**src/rtl/spinner2quad_pkg.sv**
```systemverilog
// Shared types, Gray table and clamp helper for the spinner-to-quadrature path.
package spinner_pkg;

  typedef logic [1:0] quad_phase_t;

  localparam logic [1:0] QUAD_GRAY [0:3] = '{
    2'b00, 2'b01, 2'b11, 2'b10
  };

  function automatic int sat_add(
    input int a,
    input int b,
    input int lim
  );
    int s;
    s = a + b;
    if (s > lim) return lim;
    if (s < -lim) return -lim;
    return s;
  endfunction

endpackage

```
**src/rtl/spinner2quad_step_tick_div.sv**
```systemverilog
// Free-running step-rate divider; one tick every CLKDIV cycles.
module step_tick_div #(
  parameter int CLKDIV = 22500
) (
  input  logic CLK,
  input  logic reset,
  input  logic clr,
  output logic tick
);

  localparam int W = (CLKDIV > 1) ? $clog2(CLKDIV) : 1;
  localparam logic [W-1:0] LAST = W'(CLKDIV - 1);

  logic [W-1:0] cnt;

  assign tick = (cnt == LAST);

  always_ff @(posedge CLK) begin
    if (reset || clr) begin
      cnt <= '0;
    end else if (tick) begin
      cnt <= '0;
    end else begin
      cnt <= cnt + 1'b1;
    end
  end

endmodule

```
**src/rtl/spinner2quad.sv**
```systemverilog
// Banks signed spinner deltas and replays them as rate-limited
// two-phase Gray quadrature for the steering inputs.
module spinner2quad
  import spinner_pkg::*;
#(
  parameter int CLKDIV      = 22500,
  parameter int DELTA_W     = 8,
  parameter int ACC_W       = 10,
  parameter int MAX_PENDING = 255
) (
  input  logic                    CLK,
  input  logic                    reset,
  input  logic                    delta_valid,
  input  logic signed [DELTA_W-1:0] delta,
  input  logic                    clear,
  output logic [1:0]              steer,
  output logic signed [ACC_W-1:0] pending,
  output logic                    step_strobe
);

  logic                    tick;
  logic                    up;
  logic                    dn;
  logic                    strobe_nxt;
  quad_phase_t             phase;
  quad_phase_t             phase_nxt;
  logic signed [ACC_W-1:0] pend_nxt;
  int                      step_adj;
  int                      acc_sum;

  step_tick_div #(
    .CLKDIV(CLKDIV)
  ) u_div (
    .CLK  (CLK),
    .reset(reset),
    .clr  (clear),
    .tick (tick)
  );

  // Step direction comes from the registered count, not the incoming delta.
  always_comb begin
    step_adj  = 0;
    phase_nxt = phase;
    up        = (pending > 0);
    dn        = (pending < 0);
    if (tick && up) begin
      step_adj  = -1;
      phase_nxt = phase + 2'd1;
    end else if (tick && dn) begin
      step_adj  = 1;
      phase_nxt = phase - 2'd1;
    end
    acc_sum = sat_add(
      int'(pending) + step_adj,
      delta_valid ? int'(delta) : 0,
      MAX_PENDING
    );
    pend_nxt   = ACC_W'(acc_sum);
    strobe_nxt = tick && (up || dn);
  end

  always_ff @(posedge CLK) begin
    if (reset) begin
      phase       <= '0;
      steer       <= QUAD_GRAY[0];
      pending     <= '0;
      step_strobe <= 1'b0;
    end else if (clear) begin
      pending     <= '0;
      step_strobe <= 1'b0;
    end else begin
      phase       <= phase_nxt;
      steer       <= QUAD_GRAY[phase_nxt];
      pending     <= pend_nxt;
      step_strobe <= strobe_nxt;
    end
  end

endmodule

```
**config.mk**
```make
export PLATFORM = sky130hd
export DESIGN_NAME = spinner2quad
export DESIGN_NICKNAME = d
export VERILOG_FILES = /design/src/rtl/spinner2quad_pkg.sv /design/src/rtl/spinner2quad_step_tick_div.sv /design/src/rtl/spinner2quad.sv
export SDC_FILE = /design/constraint.sdc
export NUM_CORES = 1
export LEC_CHECK = 0
export CAP_MARGIN = 20
export CORE_UTILIZATION = 45
export CTS_CLUSTER_SIZE = 12
export DETAILED_ROUTE_END_ITERATION = 8
export MAX_ROUTING_LAYER = met4
export PLACE_DENSITY_LB_ADDON = 0.1
export SLEW_MARGIN = 20
export SYNTH_ARGS = -nofsm -noshare
export SYNTH_HDL_FRONTEND = slang
export SYNTH_SLANG_ARGS = --single-unit
```
**constraint.sdc**
```tcl
create_clock -name CLK -period 12.3 [get_ports CLK]
set_input_delay 1.23 -clock CLK [delete_from_list [all_inputs] [get_ports CLK]]
set_output_delay 1.23 -clock CLK [all_outputs]
set_load 0.005 [all_outputs]
```
### Word level (Yosys, flattened, before mapping)

Index checks and enable logic that the tools add are counted.

| operators by class | value |
|---|---|
| add/subtract/negate cells | 5 |
| multiply operators | 0 |
| divide/modulo/power cells | 0 |
| magnitude comparators | 5 |
| equal/unequal tests | 1 |
| shifts and indexed selects | 0 |
| multiplexer cells | 15 |
| bitwise operators | 1 |
| reduce and logical (&&, ||, !) cells | 7 |

Operator list:

| cell | number |
|---|---|
| $mux 32 | 2 |
| $add 10x32->32 | 1 |
| $add 32x32->32 | 1 |
| $gt 32x9->1 const B | 1 |
| $lt 32x9->1 const B | 1 |
| $mux 10 | 3 |
| $add 15x1->15 const B | 1 |
| $eq 15x15->1 const B | 1 |
| $gt 10x1->1 const B | 1 |
| $lt 10x1->1 const B | 1 |
| $mux 2 | 4 |
| $mux 8 | 1 |
| $bmux 2 s2 | 1 |
| $mux 1 | 4 |
| $reduce_or 2->1 | 2 |
| $ge 3x3->1 const B | 1 |
| $logic_and 1x1->1 | 3 |
| $not 2->3 | 1 |
| $add 2x1->2 const B | 1 |
| $logic_or 1x1->1 | 2 |
| $sub 2x1->2 const B | 1 |

| storage, ports and cells | value |
|---|---|
| register bits after elaboration | 30 |
| latch bits | 0 |
| bits in writable memories | 0 |
| ROM bits | 0 |
| bits of input ports | 12 |
| output and inout port bits | 13 |
| word-level logic and storage cells | 39 |
| memories kept | 0 |

### Longest topological paths before layout

| logic depth | value |
|---|---|
| depth after elaboration | 11 |
| depth in mapped cells | 24 |
| gate-level depth less buffers | 22 |

### Modules after synthesis

From an unflattened synthesis, not the netlist that was laid out.

| second synthesis, totals | value |
|---|---|
| cell total of the unflattened synthesis | 245 |
| area total of the unflattened synthesis | 2278.4 µm² |

Modules (own cells, without submodules):

| module | times used | cells an instance | area each (µm²) | seq. area each (µm²) |
|---|---|---|---|---|
| spinner2quad | 1 | 170 | 1594.0 | 280.3 |
| step_tick_div | 1 | 75 | 684.4 | 300.3 |

### Worst setup path before layout

OpenSTA, ideal clock, no wires.

| timing path | value |
|---|---|
| path type | reg-to-reg |
| start | register u_div.cnt[2] |
| end | register pending[2] |
| setup time | 0.134 ns |
| data arrival time | 5.325 ns |
| data required time | 12.166 ns |
| slack | 6.841 ns |
| stages on the path, launching flop included | 23 |
| buffers on the path | 1 |
| period minus slack after synthesis | 5.459 ns |
| cells stage by stage | dfxtp_1 > or3b_4 > nor3b_4 > nand2_2 > nor3_4 > buf_12 > xor2_2 > ha_1 > ha_1 > fa_1 > a211oi_2 > o211a_1 > nor2_1 > o21a_1 > nor2_1 > inv_1 > fa_1 > nor4b_2 > nand4_1 > or4b_1 > nand2b_4 > o31ai_4 > nand3_1 |

| on the way | value |
|---|---|
| word-level cells in the longest chain between the ends | 11 |
| elaborated cells between the ends (all ways) | 16 |
| those cells by class | add/sub (2); order compare (2); eq/ne (1); mux (9); reduce/logical (2) |

RTL lines:

| item | RTL line | source |
|---|---|---|
| from (decl) | spinner2quad_step_tick_div.sv:14 | `logic [W-1:0] cnt;` |
| from (signal assigned) | spinner2quad_step_tick_div.sv:24 | `cnt <= cnt + 1'b1;` |
| $eq 15x15->1 (*) | spinner2quad_step_tick_div.sv:16 | `assign tick = (cnt == LAST);` |
| $logic_and 1x1->1 | spinner2quad.sv:49 | `end else if (tick && dn) begin` |
| $mux 1 | spinner2quad.sv:49 |  |
| $mux 32 (*) | spinner2quad.sv:46 | `if (tick && up) begin` |
| $add 10x32->32 (*) | spinner2quad.sv:54 | `int'(pending) + step_adj,` |
| $add 32x32->32 (*) | spinner2quad_pkg.sv:16 | `s = a + b;` |
| $gt 32x9->1 or $lt 32x9->1 (tied branches) | spinner2quad_pkg.sv:17, spinner2quad_pkg.sv:18 |  |
| $mux 8 or $mux 1 (tied branches) | spinner2quad_pkg.sv:17, spinner2quad_pkg.sv:18 |  |
| $mux 10 or $mux 1 (tied branches) | spinner2quad_pkg.sv:18 | `if (s < -lim) return -lim;` |
| $mux 10 | spinner2quad_pkg.sv:19 | `return s;` |
| $mux 10 (*) | spinner2quad_pkg.sv:18 |  |
| to (signal assigned) | spinner2quad.sv:74 | `pending <= pend_nxt;` |
| to (decl) | spinner2quad.sv:17 | `output logic signed [ACC_W-1:0] pending,` |

Mark *: on every way between the ends. The rest lies on a longest branch, timed or not. The select of a mux whose other input is x is not followed.
A chain may end at the register's enable or synchronous reset.

### Worst setup path in the final report

| timing path | value |
|---|---|
| start | register u_div.cnt[3] |
| end | register pending[7] |

Same word-level chain as after synthesis.

==> impl_metrics.py <==
metrics = {
    "floorplanning": {
        "dieArea_um2": 5826,
        "rows": 26,
        "die_h_um": 76.33,
        "io_pins": 25,
        "initial_core_util_pct": 47.76,
        "die_x_um": 76.33,
        "core_um2": 5205,
    },
    "logic_synthesis": {
        "synth_area_um2": 2486,
        "ys_async_sr_fraction_pct": 0,
        "ys_warn_count": 0,
        "synthCells": 275,
        "synth_seq_cells": 29,
        "seq_area_frac_synth_pct": 23.35,
        "synth_cell_types": 59,
        "syn_nets": 315,
        "synth_edf_count": 0,
        "ys.flop_type": "dfxtp_1",
        "post_synth.cell_area_avg_um2": 9.040,
    },
    "clock_network": {
        "ctsResizeCount": 0,
        "cts_tree": "yes",
        "clock_path_buffers": 2,
        "hold_buffers": 0,
        "cts-root-buf": "clkbuf_8",
        "numClockSinks": 29,
        "cts_buffers": 5,
        "clk_latency_ns": 0.28,
        "cts.htree.levels": 2,
        "cts_setup_buffers": 0,
        "clk_pin_slew_ns": 0.06,
    },
    "placed_design": {
        "portBuffers": 24,
        "post-dp-hpwl_mm": 4.142,
        "gp_congestion": 0.8458,
    },
    "finish": {
        "nNetsFinal": 338,
        "drive_gt1_share_pct": 12.04,
        "area_delta_synth_final_pct": 14.80,
        "fin_util_pct": 54.83,
        "n_antenna_cell": 0,
    },
    "worst_setup_path": {
        "ff2ff_path_depth": 21,
        "end_kind": "flop",
        "crit_arrival_ns": 6.44,
        "startpoint_type": "flop",
        "cp_data_required_time_ns": 12.45,
        "worstPathMaxFanout": 16,
        "path_class": "flop to flop",
    },
    "global_route": {
        "grt_max_degree": 17,
        "grt.overflow.total": 0,
        "grt_pass1_wl_mm": 8.790,
        "grt_pass1_vias": 1965,
        "grt_usage_pct": 19.33,
        "antenna_found_initial": 0,
    },
    "timing": {
        "hold_viol": 0,
        "timing.fmax_mhz": 159.0,
        "final.setup.tns_ns": 0,
        "period_share_pct": 51.14,
        "skew_ns": 0.004964,
        "hold_ws_ns": 0.4721,
        "fin_crit_ns": 6.290,
        "slew_viol_final": 0,
        "worstMarginPinSlew_ns": 1.025,
        "setup_viol": 0,
        "grt_setup_unrepaired": "false",
        "max_slew_margin_pct": 31.47,
    },
    "drt": {
        "first_pass_iters": 4,
        "wl_per_cell_um": 13.97,
        "ant_nets": 0,
        "drt-initial-drc-count": 135,
        "avgViaCountPerCell": 5.453,
        "drt_wl_total_mm": 5.154,
        "vias": 2012,
        "drc": 0,
    },
    "min_path": {
        "min_path_cells": 1,
        "hold_path_class": "flop to flop",
    },
    "outcome": {
        "status": "complete, no violations",
    },
    "pwr": {
        "powerDensity_nw_per_um2": 90.52,
        "ir_drop_v": 0.00005049,
        "p_total_uw": 258.3,
        "p_leak_nw": 1.223,
    },
    "flow_run": {
        "max_cap_viol_count": 0,
    },
}
==> area by class of cell <==
class | count | area, um^2
Timing Repair Buffer | 24 | 240.2
Multi-Input combinational cell | 228 | 1807
Tap cell | 70 | 87.58
Clock inverter | 1 | 5.005
Fill cell | 476 | 2351
Inverter | 10 | 37.54
Clock buffer | 7 | 96.34
Sequential cell | 29 | 580.6
==> layout by cell type (no fill, tap or decap), types with 3 or more instances in the layout <==
cell              n
o21a_1            4
nand4_1           5
xor2_2            8
nor2_1           35
a21o_1            7
o21ai_0           7
and3_1            4
clkbuf_8          7
inv_1            10
o211ai_1          3
nand2_1          13
ha_1             20
nor4b_1           3
a21oi_1           8
nor3_1            6
a21o_2            6
o21ai_1           7
and2_1            9
xor2_1            9
a31oi_1           3
clkdlybuf4s50_1  24
nand3_1          12
a211oi_2          3
fa_1              8
dfxtp_1          29
xnor2_1           9
==> registers in the layout, summed over array words and instances (netlist names) <==
name,cells
u_div.cnt,15
pending,10
step_strobe,1
steer,2
phase,1
==> critical path, cell delays in order (launching register included) <==
cell and delay [ns]:
dfxtp_1 0.34, nor4b_1 0.43, nor3b_4 0.30, nand2_2 0.13, nor3_4 0.80, xor2_2 0.13, ha_1 0.32, ha_1 0.24
fa_1 0.43, a211oi_2 0.37, o211a_1 0.22, nor2_1 0.05, o21a_1 0.17, nor2_1 0.18, inv_1 0.08, fa_1 0.47
nor4b_2 0.29, nand4_1 0.14, or4b_1 0.51, nand2b_4 0.17, o31ai_4 0.28, o21ai_1 0.11
==> Yosys cell counts (all sizes together) (2+ instances only) <==
| cell | number | area, um^2 |
|---|---|---|
| nor2 | 35 | 131.4 |
| dfxtp | 29 | 580.6 |
| ha | 20 | 250.2 |
| xor2 | 17 | 209.0 |
| nand2 | 14 | 55.06 |
| o21ai | 14 | 70.06 |
| a21o | 13 | 105.1 |
| nand3 | 12 | 60.06 |
| inv | 10 | 37.54 |
| and2 | 9 | 56.30 |
| xnor2 | 9 | 78.83 |
| a21oi | 8 | 40.04 |
| fa | 8 | 160.2 |
| buf | 7 | 57.55 |
| nor3 | 7 | 46.30 |
| a211oi | 5 | 52.55 |
| and3 | 5 | 32.53 |
| nand4 | 5 | 31.28 |
| nor4b | 4 | 41.29 |
| o21a | 4 | 30.03 |
| a31oi | 3 | 18.77 |
| nand2b | 3 | 26.27 |
| nor3b | 3 | 33.78 |
| o211ai | 3 | 22.52 |
| mux2i | 2 | 20.02 |
| nor2b | 2 | 12.51 |
| o211a | 2 | 20.02 |
| o311a | 2 | 20.02 |
| or3 | 2 | 13.77 |
| or4b | 2 | 20.02 |
==> final timing paths <==
check	from	end	slack, ns
setup / recovery	u_div.cnt[3]	pending[7]	6.01
hold / removal	u_div.cnt[0]	u_div.cnt[0]	0.47
setup reg to reg	u_div.cnt[3]	pending[7]	6.01
hold reg to reg	u_div.cnt[0]	u_div.cnt[0]	0.47
==> report_power, final <==
| part | switching (mW) | internal (mW) | total, mW | leakage (nW) |
|---|---|---|---|---|
| clock | 0.0356 | 0.0505 | 0.0861 | 0.0542 |
| combinational | 0.0375 | 0.0323 | 0.0698 | 0.933 |
| sequential | 0.00526 | 0.0972 | 0.102 | 0.236 |
==> layer usage <==
metal,vias up,part of all wire [%],track usage [%]
li1,1026,-,-
met1,944,52,25.34
met2,34,44,30.72
met3,8,3.1,2.994
met4,0,1.0,5.769
met5,-,0,-
==> per-stage QoR <==
stage	worst slack, ns	instances	instance area, um^2
global placement	6.184	361	2753
global route	5.439	369	2854
finish	6.010	369	2854
detailed placement	5.998	361	2753
CTS	5.991	369	2854
floorplan	6.841	275	2486
==> cell families after synthesis <==
| kind of cell | count (synthesis) | synth area share, % |
|---|---|---|
| compound gates | 62 | 18.82 |
| flops | 29 | 23.35 |
| buf+inv | 18 | 3.976 |
| simple gates | 110 | 24.96 |
| mux | 2 | 0.8053 |
| xor+xnor | 26 | 11.58 |
| fa+ha+maj | 28 | 16.51 |
(Power assumes the default switching activity.)
